$ cat config.mk
export PLATFORM = sky130hd
export DESIGN_NAME = johnson_seq_ctrl
export DESIGN_NICKNAME = d
export VERILOG_FILES = /design/src/rtl/johnson_pkg.sv /design/src/rtl/johnson_core.sv /design/src/rtl/johnson_seq_ctrl.sv
export SDC_FILE = /design/constraint.sdc
export NUM_CORES = 1
export LEC_CHECK = 0
export CAP_MARGIN = 10
export CORE_MARGIN = 4
export CORE_UTILIZATION = 52
export DETAILED_ROUTE_END_ITERATION = 8
export HOLD_SLACK_MARGIN = 0.03
export PLACE_DENSITY = 0.94
export SYNTH_ARGS = -nofsm -noshare
export SYNTH_HDL_FRONTEND = slang
export SYNTH_SLANG_ARGS = --single-unit
export TNS_END_PERCENT = 1
$ cat constraint.sdc
create_clock -name clk -period 3.2 [get_ports clk]
set_input_delay 0.48 -clock clk [delete_from_list [all_inputs] [get_ports clk]]
set_output_delay 0.48 -clock clk [all_outputs]
set_load 0.01 [all_outputs]
$ cat src/rtl/johnson_pkg.sv
// Shared types and helpers for the Johnson sequencing controller.
package johnson_pkg;

   typedef enum logic [1:0] {
      IDLE = 2'd0,
      RUN  = 2'd1,
      HOLD = 2'd2,
      DONE = 2'd3
   } state_t;

   localparam logic DIR_FWD = 1'b0;
   localparam logic DIR_REV = 1'b1;

   // Bits needed to index every state of a 2*width Johnson sequence.
   function automatic int unsigned ph_width(input int unsigned width);
      return $clog2(2 * width);
   endfunction

endpackage

$ cat src/rtl/johnson_core.sv
// Johnson register with forward/reverse step, IDLE load and phase decode.
// JOHNSON_CHECK_EN enables the load legality check and the err pulse.
module johnson_core
   import johnson_pkg::*;
#(
   parameter  int unsigned WIDTH = 4,
   localparam int unsigned PH_W  = ph_width(WIDTH)
) (
   input  logic             clk,
   input  logic             reset,
   input  logic             step,
   input  logic             dir,
   input  logic             load,
   input  logic [WIDTH-1:0] load_val,
   output logic [WIDTH-1:0] cnt,
   output logic [PH_W-1:0]  phase,
   output logic             err
);

   localparam int unsigned SEQ_LEN = 2 * WIDTH;

   logic load_ok;

`ifdef JOHNSON_CHECK_EN
   // Johnson states have at most one boundary between the 1-run and the 0-run.
   assign load_ok = $countones(load_val[WIDTH-2:0] ^ load_val[WIDTH-1:1]) <= 1;

   always_ff @(posedge clk or posedge reset) begin
      if (reset) err <= 1'b0;
      else       err <= load && !load_ok;
   end
`else
   assign load_ok = 1'b1;
   assign err     = 1'b0;
`endif

   always_ff @(posedge clk or posedge reset) begin
      if (reset) begin
         cnt <= '0;
      end else if (load) begin
         if (load_ok) cnt <= load_val;
      end else if (step) begin
         if (dir == DIR_REV) cnt <= {~cnt[0], cnt[WIDTH-1:1]};
         else                cnt <= {cnt[WIDTH-2:0], ~cnt[WIDTH-1]};
      end
   end

   // Upper half of the ring counts down from 2*WIDTH as the 1-run drains.
   assign phase = cnt[WIDTH-1] ? PH_W'(SEQ_LEN - 32'($countones(cnt)))
                               : PH_W'($countones(cnt));

endmodule

$ cat src/rtl/johnson_seq_ctrl.sv
// Run/pause/abort sequencer driving an embedded Johnson counter.
// Optional macro JOHNSON_CHECK_EN: reject illegal loads and pulse err.
module johnson_seq_ctrl
   import johnson_pkg::*;
#(
   parameter  int unsigned WIDTH = 4,
   parameter  int unsigned CNT_W = 8,
   localparam int unsigned PH_W  = ph_width(WIDTH)
) (
   input  logic             clk,
   input  logic             reset,
   input  logic             start,
   input  logic [CNT_W-1:0] steps,
   input  logic             dir,
   input  logic             pause,
   input  logic             abort,
   input  logic             load,
   input  logic [WIDTH-1:0] load_val,
   output logic [WIDTH-1:0] cnt,
   output logic [PH_W-1:0]  phase,
   output logic             busy,
   output logic             done,
   output logic             err
);

   state_t           state, next_state;
   logic [CNT_W-1:0] remaining, remaining_nxt;
   logic             run_dir, run_dir_nxt;
   logic             step_c;
   logic             load_c;

   always_ff @(posedge clk or posedge reset) begin
      if (reset) begin
         state     <= IDLE;
         remaining <= '0;
         run_dir   <= DIR_FWD;
         busy      <= 1'b0;
         done      <= 1'b0;
      end else begin
         state     <= next_state;
         remaining <= remaining_nxt;
         run_dir   <= run_dir_nxt;
         busy      <= (next_state == RUN) || (next_state == HOLD);
         done      <= (next_state == DONE);
      end
   end

   // Next state; abort beats pause beats advance while a run is active.
   always_comb begin
      next_state    = state;
      remaining_nxt = remaining;
      run_dir_nxt   = run_dir;
      step_c        = 1'b0;
      load_c        = 1'b0;
      case (state)
         IDLE: begin
            if (load) begin
               load_c = 1'b1;
            end else if (start) begin
               run_dir_nxt = dir;
               if (steps == '0) begin
                  next_state = DONE;
               end else begin
                  remaining_nxt = steps;
                  next_state    = RUN;
               end
            end
         end
         RUN, HOLD: begin
            if (abort) begin
               next_state = IDLE;
            end else if (pause) begin
               next_state = HOLD;
            end else begin
               step_c        = 1'b1;
               remaining_nxt = remaining - CNT_W'(1);
               next_state    = (remaining == CNT_W'(1)) ? DONE : RUN;
            end
         end
         DONE:    next_state = IDLE;
         default: next_state = IDLE;
      endcase
   end

   johnson_core #(.WIDTH(WIDTH)) u_core (
      .clk      (clk),
      .reset    (reset),
      .step     (step_c),
      .dir      (run_dir),
      .load     (load_c),
      .load_val (load_val),
      .cnt      (cnt),
      .phase    (phase),
      .err      (err)
   );

endmodule

==> run summary <==
Clk slew on worst S/H paths: 0.12 ns
Placement row count: 16
Most used cell, CP: ha_1
Setup violators final: 0
Clock latency on the worst-skew pair: 0.31 ns
EDFF count, synth: 0
Setup TNS: 0 ns
Area Growth Syn to Fin: 26.18%
Initial core utilization: 57.35%
Endpoint class of the critical path: primary output
Worst-path maximum fanout: 8
PD cells: 1062 mW/mm^2
Power Total: 1.570 mW
Final ANT Viol Nets: 0
Cells after Synth: 129
Final period util: 93.03%
Status: complete, no violations
Rel. slew slack: 50.46%
Initial antenna violation count: 0
Hold path start: remaining[7]$_DFFE_PP0P_
Critical Path AT: 2.50 ns
Final GP Congestion: 0.8603
Cts hold-fix bufs: 0
Avg Inst Size Synth: 9.078 sq um
Met2 WL post-DR: 1501 um
Crit path time final: 2.977 ns
Crit path largest cell delay: 0.48 ns
Slew Limit Fails: 0
Sink Count: 17
Gr ovfl total: 0
Async S/R FF share, synth: 100.0%
Flops & latches, synth: 17
Diode count: 0
CTS Buf Count: 3
Final Hold Slack: 0.5516 ns
Nets@finish: 185
Mapped Nets: 158
Worst Setup Path Type: register to primary output
Met3 wire len: 165 um
Worst Hold Depth: 1
Layout cells sized above 1: 5.806%
Critical path's slowest cell: fa_1
Worst Hold Class: register to register
Lkg Pwr: 0.6245 nW
Most frequent cells in the layout: 25 x clkdlybuf4s50_1, 16 x dfrtp_1, 14 x nand2_1
Max-Cap Viols: 0
CTS tree: done
H-Tree Level Count: 1
Most common cell after layout, fill and taps aside: clkdlybuf4s50_1
Seq/Total Area, Yosys: 36.32%
CP required: 2.72 ns
Tightest Pin Transition: 0.7375 ns
Reg-to-reg setup timing slack: 0.57 ns
Cell Chain, Critical Path: ha_1, ha_1, fa_1, inv_1, ha_1, nand2b_1, xnor2_1, dlygate4sd2_1
Iter 0 DRT Violations: 38
I/O Buffers: 27
Mapped Area: 0.001171 sq mm
Routed WL: 2830 um
Warnings, synthesis: 0
Max layer used: met4
Die X: 55.46 um
Remaining DRCs: 0
Final HPWL DP: 2094 um
First-pass GRT wire length: 4933 um
Crit start category: register
RSZ-0062 raised after global routing: no
Vias: 1064
Hold endpoint: remaining[7]$_DFFE_PP0P_
Final setup skew: 0.01505 ns
CTS root buf: clkbuf_4
R2R cell count: 6
TritonRoute pass-1 iters: 4
Fmax achieved: 335.9 MHz
CTS Buffer Depth: 2
CORE AREA: 0.002042 sq mm
Post-Route M1 WL: 1157 um
Die height: 55.46 um
Pin count of the biggest net entering global routing: 25
Worst r2r src: state[1]$_DFF_PP0_
Number of I/O pins: 29
Final Hold Fails: 0
Avg WL per Cell: 15.55 um
Gr usage total: 19.80%
Vias in the first global route: 1109
Total die area: 0.003075 sq mm
Vias per inst: 5.846
Worst reg2reg endpoint: remaining[6]$_DFFE_PP0P_
Top FF cell, synth: dfrtp_1
Max VDD drop: 819.4 uV
Unique masters post-synth: 35
Yosys cell counts, types with 2 or more instances:
cell / count / area (sq um)
inv_1: 7 / 26.28
a31oi_1: 5 / 31.28
nor2_1: 6 / 22.52
o211ai_1: 2 / 15.01
a21oi_1: 5 / 25.02
mux2i_1: 5 / 50.05
a22oi_1: 2 / 15.01
ha_1: 9 / 112.6
nor2b_1: 5 / 31.28
and2_1: 2 / 12.51
clkbuf_1: 4 / 15.01
dfrtp_1: 17 / 425.4
nand2b_1: 5 / 31.28
nand2_1: 14 / 52.55
nor3b_1: 2 / 15.01
nor3_1: 2 / 10.01
a211o_1: 2 / 17.52
nand3_1: 3 / 15.01
o21ai_0: 11 / 55.05
o22a_1: 4 / 35.03
nor4_1: 3 / 18.77
how the worst max path moves through the flow:
stage,from,endpoint
floorplan,u_core.cnt[3]$_DFFE_PP0P_,phase[2]
global placement,u_core.cnt[3]$_DFFE_PP0P_,phase[2]
detailed placement,u_core.cnt[3]$_DFFE_PP0P_,phase[2]
CTS,u_core.cnt[3]$_DFFE_PP0P_,phase[2]
global route,u_core.cnt[1]$_DFFE_PP0P_,phase[2]
finish,u_core.cnt[3]$_DFFE_PP0P_,phase[2]
logic make-up after synthesis:
group / after synthesis / synth area share, %
adder cells (fa/ha/maj): 10 / 11.33
buffers and inverters: 13 / 5.128
other: 1 / 0.3202
flip-flops: 17 / 36.32
AND/OR/NAND/NOR: 47 / 22.33
multiplexers: 6 / 5.235
AO/OA/AOI/OAI: 34 / 18.59
XOR/XNOR: 1 / 0.7480
where the power goes:
group          total (mW)  internal (mW)  switching (mW)
combinational        1.02          0.512           0.509
sequential          0.425          0.317           0.108
clock               0.124         0.0477          0.0764
total                1.57          0.876           0.694
repair_timing:
action / CTS / global route
setup endpoints to repair: 2 / 0
gates resized for setup: 3 / 0
buffers inserted: 1 / 0
flip-flops by register name, indices dropped and copies added, names as in the netlist:
name and count:
busy 1, done 1, remaining 8, run_dir 1, state 2, u_core.cnt 4
cell type report:
cell class	instances	area, sq um
Tap cell	27	33.78
Fill cell	148	564.3
Timing Repair Buffer	28	275.3
Inverter	7	26.28
Clock buffer	3	22.52
Clock inverter	1	7.507
Multi-Input combinational cell	99	685.7
Sequential cell	17	426.7
metal layers:
metal | global-route usage (%) | up-vias
met2 | 34.97 | 35
li1 | - | 511
met3 | 5.128 | 2
met4 | 5.208 | 0
met1 | 23.62 | 516
met5 | 0 | -
stage by stage:
step           cells  instance area [sq um]  util (%)  setup slack [ns]
2_1_floorplan    129                   1171         -            0.7232
3_3_place_gp     177                   1441     70.59            0.2998
3_5_place_dp     177                   1441     70.59            0.2141
4_1_cts          182                   1478     72.37            0.1939
5_1_grt          182                   1478     72.37           0.06085
6_report         182                   1478     72.37            0.2232
critical path: cells and delay by family, from the launching register on:
family	cells	cell delay [ns]
fa+ha+maj	4	1.15
flops	1	0.46
buf+inv	2	0.33
simple gates	1	0.15
xor+xnor	1	0.12
No activity file was read; power rests on OpenSTA's default activity.
